<file path="src/rtl/multicycle_control_if.sv">
// Control <-> datapath/memory bundle for the multi-cycle RV32I controller.
// The controller takes the master side; the datapath and memories take the slave side.
interface multicycle_control_if #(
  parameter int ALUSEL_W = 4
);
  logic [31:0]         inst;
  logic                imem_req;
  logic                imem_ack;
  logic                dmem_req;
  logic                MemRW;
  logic                dmem_ack;
  logic                BrEq;
  logic                BrLt;
  logic [4:0]          rd;
  logic [4:0]          rs1;
  logic [4:0]          rs2;
  logic [2:0]          immSel;
  logic                ASel;
  logic                BSel;
  logic [ALUSEL_W-1:0] ALUSel;
  logic                BrUn;
  logic [1:0]          WBSel;
  logic                RegWEn;
  logic                pcsel;
  logic                pc_we;
  logic                illegal;

  modport master (
    input  inst, imem_ack, dmem_ack, BrEq, BrLt,
    output imem_req, dmem_req, MemRW, rd, rs1, rs2, immSel, ASel, BSel,
           ALUSel, BrUn, WBSel, RegWEn, pcsel, pc_we, illegal
  );

  modport slave (
    output inst, imem_ack, dmem_ack, BrEq, BrLt,
    input  imem_req, dmem_req, MemRW, rd, rs1, rs2, immSel, ASel, BSel,
           ALUSel, BrUn, WBSel, RegWEn, pcsel, pc_we, illegal
  );
endinterface

</file>
<file path="src/rtl/multicycle_control.sv">
// Multi-cycle RV32I control FSM: latches each instruction and sequences it through
// fetch/decode/execute/memory/writeback, trapping on illegal encodings or memory timeouts.
module multicycle_control #(
  parameter int ALUSEL_W = 4,
  parameter int MAX_WAIT = 15,
  parameter int WAIT_W   = 4
) (
  input  logic                 i_clk,
  input  logic                 i_rst,
  multicycle_control_if.master bus
);

  localparam logic [6:0] OP_LUI    = 7'b0110111;
  localparam logic [6:0] OP_AUIPC  = 7'b0010111;
  localparam logic [6:0] OP_JAL    = 7'b1101111;
  localparam logic [6:0] OP_JALR   = 7'b1100111;
  localparam logic [6:0] OP_BRANCH = 7'b1100011;
  localparam logic [6:0] OP_LOAD   = 7'b0000011;
  localparam logic [6:0] OP_STORE  = 7'b0100011;
  localparam logic [6:0] OP_IMM    = 7'b0010011;
  localparam logic [6:0] OP_REG    = 7'b0110011;
  localparam logic [WAIT_W:0] LP_MAX_WAIT = (WAIT_W+1)'(MAX_WAIT);

  typedef enum logic [2:0] {
    ST_FETCH, ST_DECODE, ST_EXEC, ST_MEM, ST_WB, ST_TRAP
  } state_t;

  state_t            r_state;
  state_t            w_next;
  logic [31:0]       r_ir;
  logic [WAIT_W-1:0] r_wait;

  logic [6:0]  w_opcode;
  logic [2:0]  w_funct3;
  logic [6:0]  w_funct7;
  logic        w_is_reg, w_is_imm, w_is_load, w_is_store, w_is_branch;
  logic        w_is_jal, w_is_jalr, w_is_lui, w_is_auipc, w_legal;
  logic [3:0]  w_alu_op;
  logic [2:0]  w_imm_sel;
  logic [1:0]  w_wb_sel;
  logic        w_asel, w_bsel, w_brun, w_taken;
  logic [WAIT_W:0] w_wait_inc;
  logic        w_timeout, w_pending;
  logic        w_drive, w_imem_req, w_dmem_req, w_memrw;
  logic        w_regwen, w_pcsel, w_pc_we;

  assign w_opcode = r_ir[6:0];
  assign w_funct3 = r_ir[14:12];
  assign w_funct7 = r_ir[31:25];

  // Instruction class and legality; only the funct7 values RV32I defines are accepted.
  always_comb begin
    w_is_reg    = 1'b0;
    w_is_imm    = 1'b0;
    w_is_load   = 1'b0;
    w_is_store  = 1'b0;
    w_is_branch = 1'b0;
    w_is_jal    = 1'b0;
    w_is_jalr   = 1'b0;
    w_is_lui    = 1'b0;
    w_is_auipc  = 1'b0;
    w_legal     = 1'b0;
    case (w_opcode)
      OP_REG: begin
        w_is_reg = 1'b1;
        w_legal  = (w_funct7 == 7'b0000000) ||
                   ((w_funct7 == 7'b0100000) && ((w_funct3 == 3'b000) || (w_funct3 == 3'b101)));
      end
      OP_IMM: begin
        w_is_imm = 1'b1;
        if (w_funct3 == 3'b001)      w_legal = (w_funct7 == 7'b0000000);
        else if (w_funct3 == 3'b101) w_legal = (w_funct7 == 7'b0000000) || (w_funct7 == 7'b0100000);
        else                         w_legal = 1'b1;
      end
      OP_LOAD: begin
        w_is_load = 1'b1;
        w_legal   = (w_funct3 != 3'b011) && (w_funct3 != 3'b110) && (w_funct3 != 3'b111);
      end
      OP_STORE: begin
        w_is_store = 1'b1;
        w_legal    = (w_funct3 <= 3'b010);
      end
      OP_BRANCH: begin
        w_is_branch = 1'b1;
        w_legal     = (w_funct3[2:1] != 2'b01);
      end
      OP_JAL:   begin w_is_jal   = 1'b1; w_legal = 1'b1; end
      OP_JALR:  begin w_is_jalr  = 1'b1; w_legal = (w_funct3 == 3'b000); end
      OP_LUI:   begin w_is_lui   = 1'b1; w_legal = 1'b1; end
      OP_AUIPC: begin w_is_auipc = 1'b1; w_legal = 1'b1; end
      default:  w_legal = 1'b0;
    endcase
  end

  always_comb begin
    w_alu_op = 4'd0;
    if (w_is_reg || w_is_imm) begin
      case (w_funct3)
        3'b000:  w_alu_op = (w_is_reg && w_funct7[5]) ? 4'd1 : 4'd0;
        3'b001:  w_alu_op = 4'd2;
        3'b010:  w_alu_op = 4'd3;
        3'b011:  w_alu_op = 4'd4;
        3'b100:  w_alu_op = 4'd5;
        3'b101:  w_alu_op = w_funct7[5] ? 4'd7 : 4'd6;
        3'b110:  w_alu_op = 4'd8;
        default: w_alu_op = 4'd9;
      endcase
    end else if (w_is_lui) begin
      w_alu_op = 4'd10;
    end

    if (w_is_store)                   w_imm_sel = 3'd1;
    else if (w_is_branch)             w_imm_sel = 3'd2;
    else if (w_is_jal)                w_imm_sel = 3'd3;
    else if (w_is_lui || w_is_auipc)  w_imm_sel = 3'd4;
    else                              w_imm_sel = 3'd0;

    if (w_is_load)                    w_wb_sel = 2'd0;
    else if (w_is_jal || w_is_jalr)   w_wb_sel = 2'd2;
    else                              w_wb_sel = 2'd1;

    w_asel = w_is_branch || w_is_jal || w_is_auipc;
    w_bsel = !w_is_reg;
    w_brun = w_is_branch && (w_funct3[2:1] == 2'b11);
    // funct3[0] inverts the sense: bne/bge/bgeu are the complements of beq/blt/bltu.
    w_taken = (w_funct3[2] ? bus.BrLt : bus.BrEq) ^ w_funct3[0];
  end

  assign w_wait_inc = {1'b0, r_wait} + {{WAIT_W{1'b0}}, 1'b1};
  assign w_timeout  = (MAX_WAIT != 0) && (w_wait_inc == LP_MAX_WAIT);
  assign w_pending  = ((r_state == ST_FETCH) && !bus.imem_ack) ||
                      ((r_state == ST_MEM)   && !bus.dmem_ack);

  // Acks are only looked at in the state that issued the matching request,
  // and an ack always wins over a timeout reached in the same cycle.
  always_comb begin
    w_next     = r_state;
    w_drive    = 1'b0;
    w_imem_req = 1'b0;
    w_dmem_req = 1'b0;
    w_memrw    = 1'b0;
    w_regwen   = 1'b0;
    w_pcsel    = 1'b0;
    w_pc_we    = 1'b0;
    case (r_state)
      ST_FETCH: begin
        w_imem_req = 1'b1;
        if (bus.imem_ack)  w_next = ST_DECODE;
        else if (w_timeout) w_next = ST_TRAP;
      end
      ST_DECODE: w_next = w_legal ? ST_EXEC : ST_TRAP;
      ST_EXEC: begin
        w_drive = 1'b1;
        if (w_is_branch) begin
          w_pcsel = w_taken;
          w_pc_we = 1'b1;
          w_next  = ST_FETCH;
        end else if (w_is_load || w_is_store) begin
          w_next = ST_MEM;
        end else begin
          w_next = ST_WB;
        end
      end
      ST_MEM: begin
        w_drive    = 1'b1;
        w_dmem_req = 1'b1;
        w_memrw    = w_is_store;
        if (bus.dmem_ack) begin
          if (w_is_store) begin
            w_pc_we = 1'b1;
            w_next  = ST_FETCH;
          end else begin
            w_next  = ST_WB;
          end
        end else if (w_timeout) begin
          w_next = ST_TRAP;
        end
      end
      ST_WB: begin
        w_drive  = 1'b1;
        w_regwen = (r_ir[11:7] != 5'd0);
        w_pc_we  = 1'b1;
        w_pcsel  = w_is_jal || w_is_jalr;
        w_next   = ST_FETCH;
      end
      ST_TRAP: w_next = ST_TRAP;
      default: w_next = ST_FETCH;
    endcase
  end

  always_ff @(posedge i_clk) begin
    if (i_rst) begin
      r_state <= ST_FETCH;
      r_ir    <= 32'd0;
      r_wait  <= '0;
    end else begin
      r_state <= w_next;
      if ((r_state == ST_FETCH) && bus.imem_ack) r_ir <= bus.inst;
      if (r_state != w_next)                     r_wait <= '0;
      else if (w_pending && (r_wait != '1))      r_wait <= r_wait + WAIT_W'(1);
    end
  end

  assign bus.imem_req = w_imem_req;
  assign bus.dmem_req = w_dmem_req;
  assign bus.MemRW    = w_memrw;
  assign bus.rd       = r_ir[11:7];
  assign bus.rs1      = r_ir[19:15];
  assign bus.rs2      = r_ir[24:20];
  assign bus.immSel   = w_drive ? w_imm_sel : 3'd0;
  assign bus.ASel     = w_drive && w_asel;
  assign bus.BSel     = w_drive && w_bsel;
  assign bus.ALUSel   = w_drive ? ALUSEL_W'(w_alu_op) : '0;
  assign bus.BrUn     = w_drive && w_brun;
  assign bus.WBSel    = w_drive ? w_wb_sel : 2'd0;
  assign bus.RegWEn   = w_regwen;
  assign bus.pcsel    = w_pcsel;
  assign bus.pc_we    = w_pc_we;
  assign bus.illegal  = (r_state == ST_TRAP);

endmodule

</file>
<file path="src/flat_wrapper.sv">
// flat-port wrapper written by rule: the top's interface ports become plain ports
module multicycle_control_flat 
#(
  parameter int ALUSEL_W = 4,
  parameter int MAX_WAIT = 15,
  parameter int WAIT_W   = 4
)
  (i_clk, i_rst, bus_inst, bus_imem_ack, bus_dmem_ack, bus_BrEq, bus_BrLt, bus_imem_req, bus_dmem_req, bus_MemRW, bus_rd, bus_rs1, bus_rs2, bus_immSel, bus_ASel, bus_BSel, bus_ALUSel, bus_BrUn, bus_WBSel, bus_RegWEn, bus_pcsel, bus_pc_we, bus_illegal);
  multicycle_control_if #(.ALUSEL_W(ALUSEL_W)) bus_i ();
  input  logic i_clk;
  input  logic i_rst;
  input wire logic [$bits(bus_i.inst)-1:0] bus_inst;
  input wire logic [$bits(bus_i.imem_ack)-1:0] bus_imem_ack;
  input wire logic [$bits(bus_i.dmem_ack)-1:0] bus_dmem_ack;
  input wire logic [$bits(bus_i.BrEq)-1:0] bus_BrEq;
  input wire logic [$bits(bus_i.BrLt)-1:0] bus_BrLt;
  output wire logic [$bits(bus_i.imem_req)-1:0] bus_imem_req;
  output wire logic [$bits(bus_i.dmem_req)-1:0] bus_dmem_req;
  output wire logic [$bits(bus_i.MemRW)-1:0] bus_MemRW;
  output wire logic [$bits(bus_i.rd)-1:0] bus_rd;
  output wire logic [$bits(bus_i.rs1)-1:0] bus_rs1;
  output wire logic [$bits(bus_i.rs2)-1:0] bus_rs2;
  output wire logic [$bits(bus_i.immSel)-1:0] bus_immSel;
  output wire logic [$bits(bus_i.ASel)-1:0] bus_ASel;
  output wire logic [$bits(bus_i.BSel)-1:0] bus_BSel;
  output wire logic [$bits(bus_i.ALUSel)-1:0] bus_ALUSel;
  output wire logic [$bits(bus_i.BrUn)-1:0] bus_BrUn;
  output wire logic [$bits(bus_i.WBSel)-1:0] bus_WBSel;
  output wire logic [$bits(bus_i.RegWEn)-1:0] bus_RegWEn;
  output wire logic [$bits(bus_i.pcsel)-1:0] bus_pcsel;
  output wire logic [$bits(bus_i.pc_we)-1:0] bus_pc_we;
  output wire logic [$bits(bus_i.illegal)-1:0] bus_illegal;
  assign bus_i.inst = bus_inst;
  assign bus_i.imem_ack = bus_imem_ack;
  assign bus_i.dmem_ack = bus_dmem_ack;
  assign bus_i.BrEq = bus_BrEq;
  assign bus_i.BrLt = bus_BrLt;
  assign bus_imem_req = bus_i.imem_req;
  assign bus_dmem_req = bus_i.dmem_req;
  assign bus_MemRW = bus_i.MemRW;
  assign bus_rd = bus_i.rd;
  assign bus_rs1 = bus_i.rs1;
  assign bus_rs2 = bus_i.rs2;
  assign bus_immSel = bus_i.immSel;
  assign bus_ASel = bus_i.ASel;
  assign bus_BSel = bus_i.BSel;
  assign bus_ALUSel = bus_i.ALUSel;
  assign bus_BrUn = bus_i.BrUn;
  assign bus_WBSel = bus_i.WBSel;
  assign bus_RegWEn = bus_i.RegWEn;
  assign bus_pcsel = bus_i.pcsel;
  assign bus_pc_we = bus_i.pc_we;
  assign bus_illegal = bus_i.illegal;
  multicycle_control #(.ALUSEL_W(ALUSEL_W), .MAX_WAIT(MAX_WAIT), .WAIT_W(WAIT_W)) u_core (.i_clk(i_clk), .i_rst(i_rst), .bus(bus_i));
endmodule
</file>
<file path="config.mk">
export PLATFORM = sky130hd
export DESIGN_NAME = multicycle_control_flat
export DESIGN_NICKNAME = d
export VERILOG_FILES = /design/src/rtl/multicycle_control_if.sv /design/src/rtl/multicycle_control.sv /design/src/flat_wrapper.sv
export SDC_FILE = /design/constraint.sdc
export NUM_CORES = 1
export LEC_CHECK = 0
export BUFFER_PORTS_ARGS = -buffer_cell sky130_fd_sc_hd__buf_4
export CORE_MARGIN = 4
export CORE_UTILIZATION = 50
export DETAILED_ROUTE_END_ITERATION = 6
export MAX_ROUTING_LAYER = met4
export PLACE_DENSITY_LB_ADDON = 0.2
export REMOVE_ABC_BUFFERS = 1
export SYNTH_ARGS = -nofsm -noshare
export SYNTH_HDL_FRONTEND = slang
export SYNTH_SLANG_ARGS = --single-unit
</file>
<file path="constraint.sdc">
create_clock -name i_clk -period 2.7 [get_ports i_clk]
set_clock_uncertainty 0.1 [all_clocks]
set_input_delay 0.135 -clock i_clk [delete_from_list [all_inputs] [get_ports i_clk]]
set_output_delay 0.135 -clock i_clk [all_outputs]
set_load 0.005 [all_outputs]
</file>
==> After elaboration in Yosys (flattened, before gate mapping) <==
Cells that the tools add are included.
{ "classes": {"addsub": 2, "order_cmp": 1, "n_eq_ne": 29, "n_mux": 46, "bitwise": 1, "n_reduce_logical": 32} }
{ "op_table": {"columns": ["op", "n"], "rows": [
  ["two-way mux 3 bit", 12],
  ["equality test 7 x 6 -> 1 bit (second input constant)", 4],
  ["one-hot mux 4 bit (7 select lines)", 1],
  ["two-way mux 1 bit", 23],
  ["equality test 7 bit (second input constant)", 3],
  ["equality test 3 bit (second input constant)", 5],
  ["one-hot mux 3 bit (5 select lines)", 1],
  ["equality test 7 x 5 -> 1 bit (second input constant)", 2],
  ["equality test 3 x 2 -> 1 bit (second input constant)", 4],
  ["logical AND 1 bit", 12],
  ["two-way mux 4 bit", 3],
  ["logical OR 1 bit", 10],
  ["equality test 7 x 2 -> 1 bit (second input constant)", 1],
  ["logical NOT 7 bit", 1],
  ["one-hot mux 1 bit (7 select lines)", 1],
  ["equality test 3 x 1 -> 1 bit (second input constant)", 2],
  ["logical NOT 3 bit", 2],
  ["two-way mux 2 bit", 3],
  ["inequality test 3 bit (second input constant)", 2],
  ["OR reduction 3 bit", 2],
  ["adder 4 x 1 -> 5 bit (second input constant)", 1],
  ["equality test 5 x 4 -> 1 bit (second input constant)", 1],
  ["nonzero test 5 bit", 1],
  ["adder 4 x 1 -> 4 bit (second input constant)", 1],
  ["11 further kinds", 13]
]} }
{ "word_totals": {"ff_bits": 39, "inputBits": 38, "output_inout_bits": 34} }

==> Logic depth before layout (Yosys ltp) <==
{ "logic_depth": {"word_depth": 9, "depth_mapped": 8} }

==> Worst setup path before layout <==
OpenSTA, ideal clock, no wires.
{ "synth_timing": {"path_kind": "reg2reg", "from": "register u_core.r_ir[2]", "to": "register u_core.r_state[1]", "setup_time_ns": 0.070, "arrival_ns": 1.786, "slack_ns": 0.744, "path_stages_with_launch": 7, "n_path_buf": 0, "cell_sequence": "dfxtp_1 -> or2_1 -> or4_4 -> o22ai_1 -> nor3_1 -> or3b_1 -> a21oi_1"} }
{ "synth_between": {"elab_chain_cells": 6, "elab_cells_between_ends": 19, "classes_between": "eq/ne: 9; mux: 8; reduce/logical: 2"} }
{ "synth_lines": {"columns": ["element", "line", "rtl"], "rows": [
  ["start: declaration", "multicycle_control.sv:30", "logic [31:0] r_ir;"],
  ["start signal: assignment", "multicycle_control.sv:198", "if ((r_state == ST_FETCH) && bus.imem_ack) r_ir <= bus.inst;"],
  ["parallel branches: the longest is 5 deep, another holds equality test 7 bit", null, null],
  ["one-hot mux 3 bit (5 select lines) (*)", "multicycle_control.sv:145", "case (r_state)"],
  ["end signal: assignment", "multicycle_control.sv:197", "r_state <= w_next;"],
  ["end: declaration", "multicycle_control.sv:28", "state_t r_state;"]
]} }
Mark *: on every way between the ends.
A chain may end at the register's enable or synchronous reset.

==> Final worst setup path <==
{ "layout_timing": {"from": "register u_core.r_ir[2]", "to": "output bus_pc_we"} }
{ "layout_between": {"elab_chain_cells": 5, "elab_cells_between_ends": 8, "classes_between": "eq/ne: 2; mux: 6"} }
{ "layout_lines": {"columns": ["element", "line", "rtl"], "rows": [
  ["equality test 7 x 6 -> 1 bit", "multicycle_control.sv:63", "case (w_opcode)"],
  ["two-way mux 1 bit", "multicycle_control.sv:63", null],
  ["two-way mux 1 bit", "multicycle_control.sv:169", "if (w_is_store) begin"],
  ["two-way mux 1 bit", "multicycle_control.sv:168", "if (bus.dmem_ack) begin"],
  ["one-hot mux 1 bit (3 select lines) (*)", "multicycle_control.sv:145", null],
  ["end: declaration", "flat_wrapper.sv:31", "output wire logic [$bits(bus_i.pc_we)-1:0] bus_pc_we;"]
]} }
Every way passes the cells marked *; elsewhere a longest branch is shown, timed or not.

==> impl_metrics.ini <==
[setup_path]
cpPeakStageDelay_ns = 0.45
r2r_setup_slack_ns = 0.55
cp.arrival_ns = 2.03
crit_fanout = 9
required_ns = 2.47
start_kind = flip-flop
path_delay_family = simple AND/OR/NAND/NOR gates
worst_path_buf_inv = 1
worst_setup_path_end_kind = output pin
start_of_the_worst_register_to_register_path = u_core.r_ir[2]
critical_path_class = flip-flop to output pin
path_cells = or2_1, or3_1, o32a_1, o21ai_0, buf_4
timing.rr.end = u_core.r_wait[2]
timing.critical_path.slowest_stage_cell = or3_1
reg2reg_depth = 6

[min_path]
hold_path_end = u_core.r_ir[10]
min-delay-start = bus_inst[10]
min-delay-path-class = primary input to flip-flop
hold_path_depth = 3

[pwr]
power.share.clock_pct = 28.0
p_int_uw = 946
cellPowerDensity_nw_per_um2 = 452
switching_power_uw = 372
sw_frac_of_total_pct = 28.2
ir_drop_uv = 329
leakagePower_uw = 0.00125
sequentialPowerShare_pct = 50.0
power.total_uw = 1320
combinationalPowerShare_pct = 22.0

[synth]
synth_largest_area_cell = dfxtp_1
synth_enable_flop_cells = 0
netlist_instances = 301
synthDistinctLibCells = 43
yosys_register_bits = 39
postSynth.topFlopCell = dfxtp_1
post-synth-top-area-fraction_pct = 36.3
synth_top_cells_by_count = nand2_1, a21oi_1, dfxtp_1, nor2_1
yosys_warnings = 0
yosysMostFrequentCell = nand2_1
post_synth_instance_area_um2 = 2150
synth-async-reset-ratio_pct = 0
synth_top_cells_by_area = dfxtp_1, nand2_1, a21oi_1
post_synth.cell_area_avg_um2 = 7.15
synth-seq-area-share_pct = 36.3

[die]
die_outline_area_um2 = 5420
die_y_um = 73.6
die_width_um = 73.6
boundaryPins = 72
core-area_um2 = 4090
initial_core_utilization_pct = 52.7
core.rowCount = 23

[run_status]
run_status = completed

[route]
vias_per_cell = 5.31
first_iter_violations = 230
count_of_tritonroute_iterations_in_the_first_routing_pass = 4
ant_nets = 0
dr_total_vias = 2255
total_wire_length_um = 5720
drcViolationCount = 0
post_drt_wl_per_cell_um = 13.5

[finish]
area.growth.synth_to_final_pct = 35.6
postLayoutCellArea_um2 = 2920
nets = 414
antenna_cells = 0
post_route_cells_drive_above_1_share_pct = 22.4

[global_route]
number_of_global_route_vias_before_repair = 2152
grt_antenna_before_repair = 0
overflow = 0
globalRouteTotalUtil_pct = 23.3
grt_start_max_net_pins = 37
grt_pass1_wl_um = 9720

[clock_network]
cts_resized = 0
clock_tree.root_cell = clkbuf_8
post_cts.repair.setup_buffers = 0
worstSkewPairLatency_ns = 0.28
tritoncts = yes
cts_inserted_buffers = 5
clock-sinks = 39
worst_setup_hold_path_clk_slew_ns = 0.07
h-tree-depth = 2
cts-root-to-sink-buffers = 2
cts-hold-fix-buffers = 25

[place]
hpwl_um = 3830
portBuffers = 71
routability_congestion_estimate_from_global_placement = 0.934
place_area_um2 = 2590

[timing]
timing_hold_violations_final = 0
worstMarginPinSlew_ns = 0.470
grt_setup_unrepaired = false
setup_viol = 0
totalNegativeSetupSlack_ns = 0
final.period_utilization_pct = 84.0
slew-limit-headroom_pct = 68.4
period_minus_slack_ns = 2.27
timing.final.max_slew_violations = 0
max_clk_rate_mhz = 441

[run]
drv.max_cap_violation_count = 0
[flip-flops by register name, indices dropped and copies added (netlist names)]
| signal | count |
|---|---|
| u_core.r_ir | 32 |
| u_core.r_wait | 4 |
| u_core.r_state | 3 |
[logic make-up after synthesis]
logic type / after synthesis / synth area share [%]
AO/OA/AOI/OAI: 76 / 20.2
multiplexers: 2 / 0.930
XOR/XNOR: 4 / 1.63
AND/OR/NAND/NOR: 136 / 29.8
buffers and inverters: 42 / 10.1
adder cells (fa/ha/maj): 2 / 1.16
flip-flops: 39 / 36.3
[cell usage in the layout (no fill, tap or decap), types with 4 or more instances in the layout]
cell type / n
nand2_1: 77
a31oi_1: 6
nor3_1: 10
a21oi_1: 48
dfxtp_1: 39
nor2_1: 15
inv_1: 10
dlygate4sd3_1: 25
or3_1: 5
nand2b_1: 4
buf_4: 73
o21ai_0: 8
clkbuf_8: 5
nor2b_1: 7
[tightest hold or removal path, stage by stage]
cell and delay [ns]:
buf_4 0.11, nand2_1 0.05, a21oi_1 0.05
[per-stage QoR]
stage               hold WS (ns)  setup WS [ns]  util [%]  cells
detailed placement         0.290          0.586      63.3    392
CTS                     0.000412          0.440      71.4    425
global route             0.00776          0.253      71.4    425
global placement           0.281          0.647      63.3    392
floorplan                  0.104          0.513         -    269
finish                   0.00499          0.433      71.4    425
[power by group through the flow]
stage	Clock, uW	Combinational, uW	Sequential (uW)
6_report	370	290	659
5_1_grt	400	324	665
4_1_cts	377	289	658
3_5_place_dp	0	260	671
3_3_place_gp	0	254	669
2_1_floorplan	0	135	663
[cell type report]
type	count	area, um2
Clock buffer	7	76.3
Clock inverter	1	5.00
Fill cell	340	1170
Inverter	10	37.5
Multi-Input combinational cell	220	1160
Sequential cell	39	781
Tap cell	50	62.6
Timing Repair Buffer	98	798
[per-layer routing]
layer	GRT usage [%]	part of all wire, %	vias up
met5	-	0	-
met4	6.64	0.84	0
met3	4.51	6.6	7
met2	36.3	47	71
met1	30.6	46	1025
li1	-	-	1152
[worst max path at each step]
stage,cells after the start,to,slack (ns),startpoint
floorplan,4,u_core.r_ir[0],0.51,u_core.r_state[0]
global placement,6,u_core.r_wait[2],0.65,u_core.r_ir[2]
detailed placement,6,u_core.r_wait[2],0.59,u_core.r_ir[2]
CTS,5,bus_pc_we,0.44,u_core.r_ir[2]
global route,7,bus_ALUSel[0],0.25,u_core.r_ir[2]
finish,5,bus_pc_we,0.43,u_core.r_ir[2]
(Power assumes the default switching activity.)
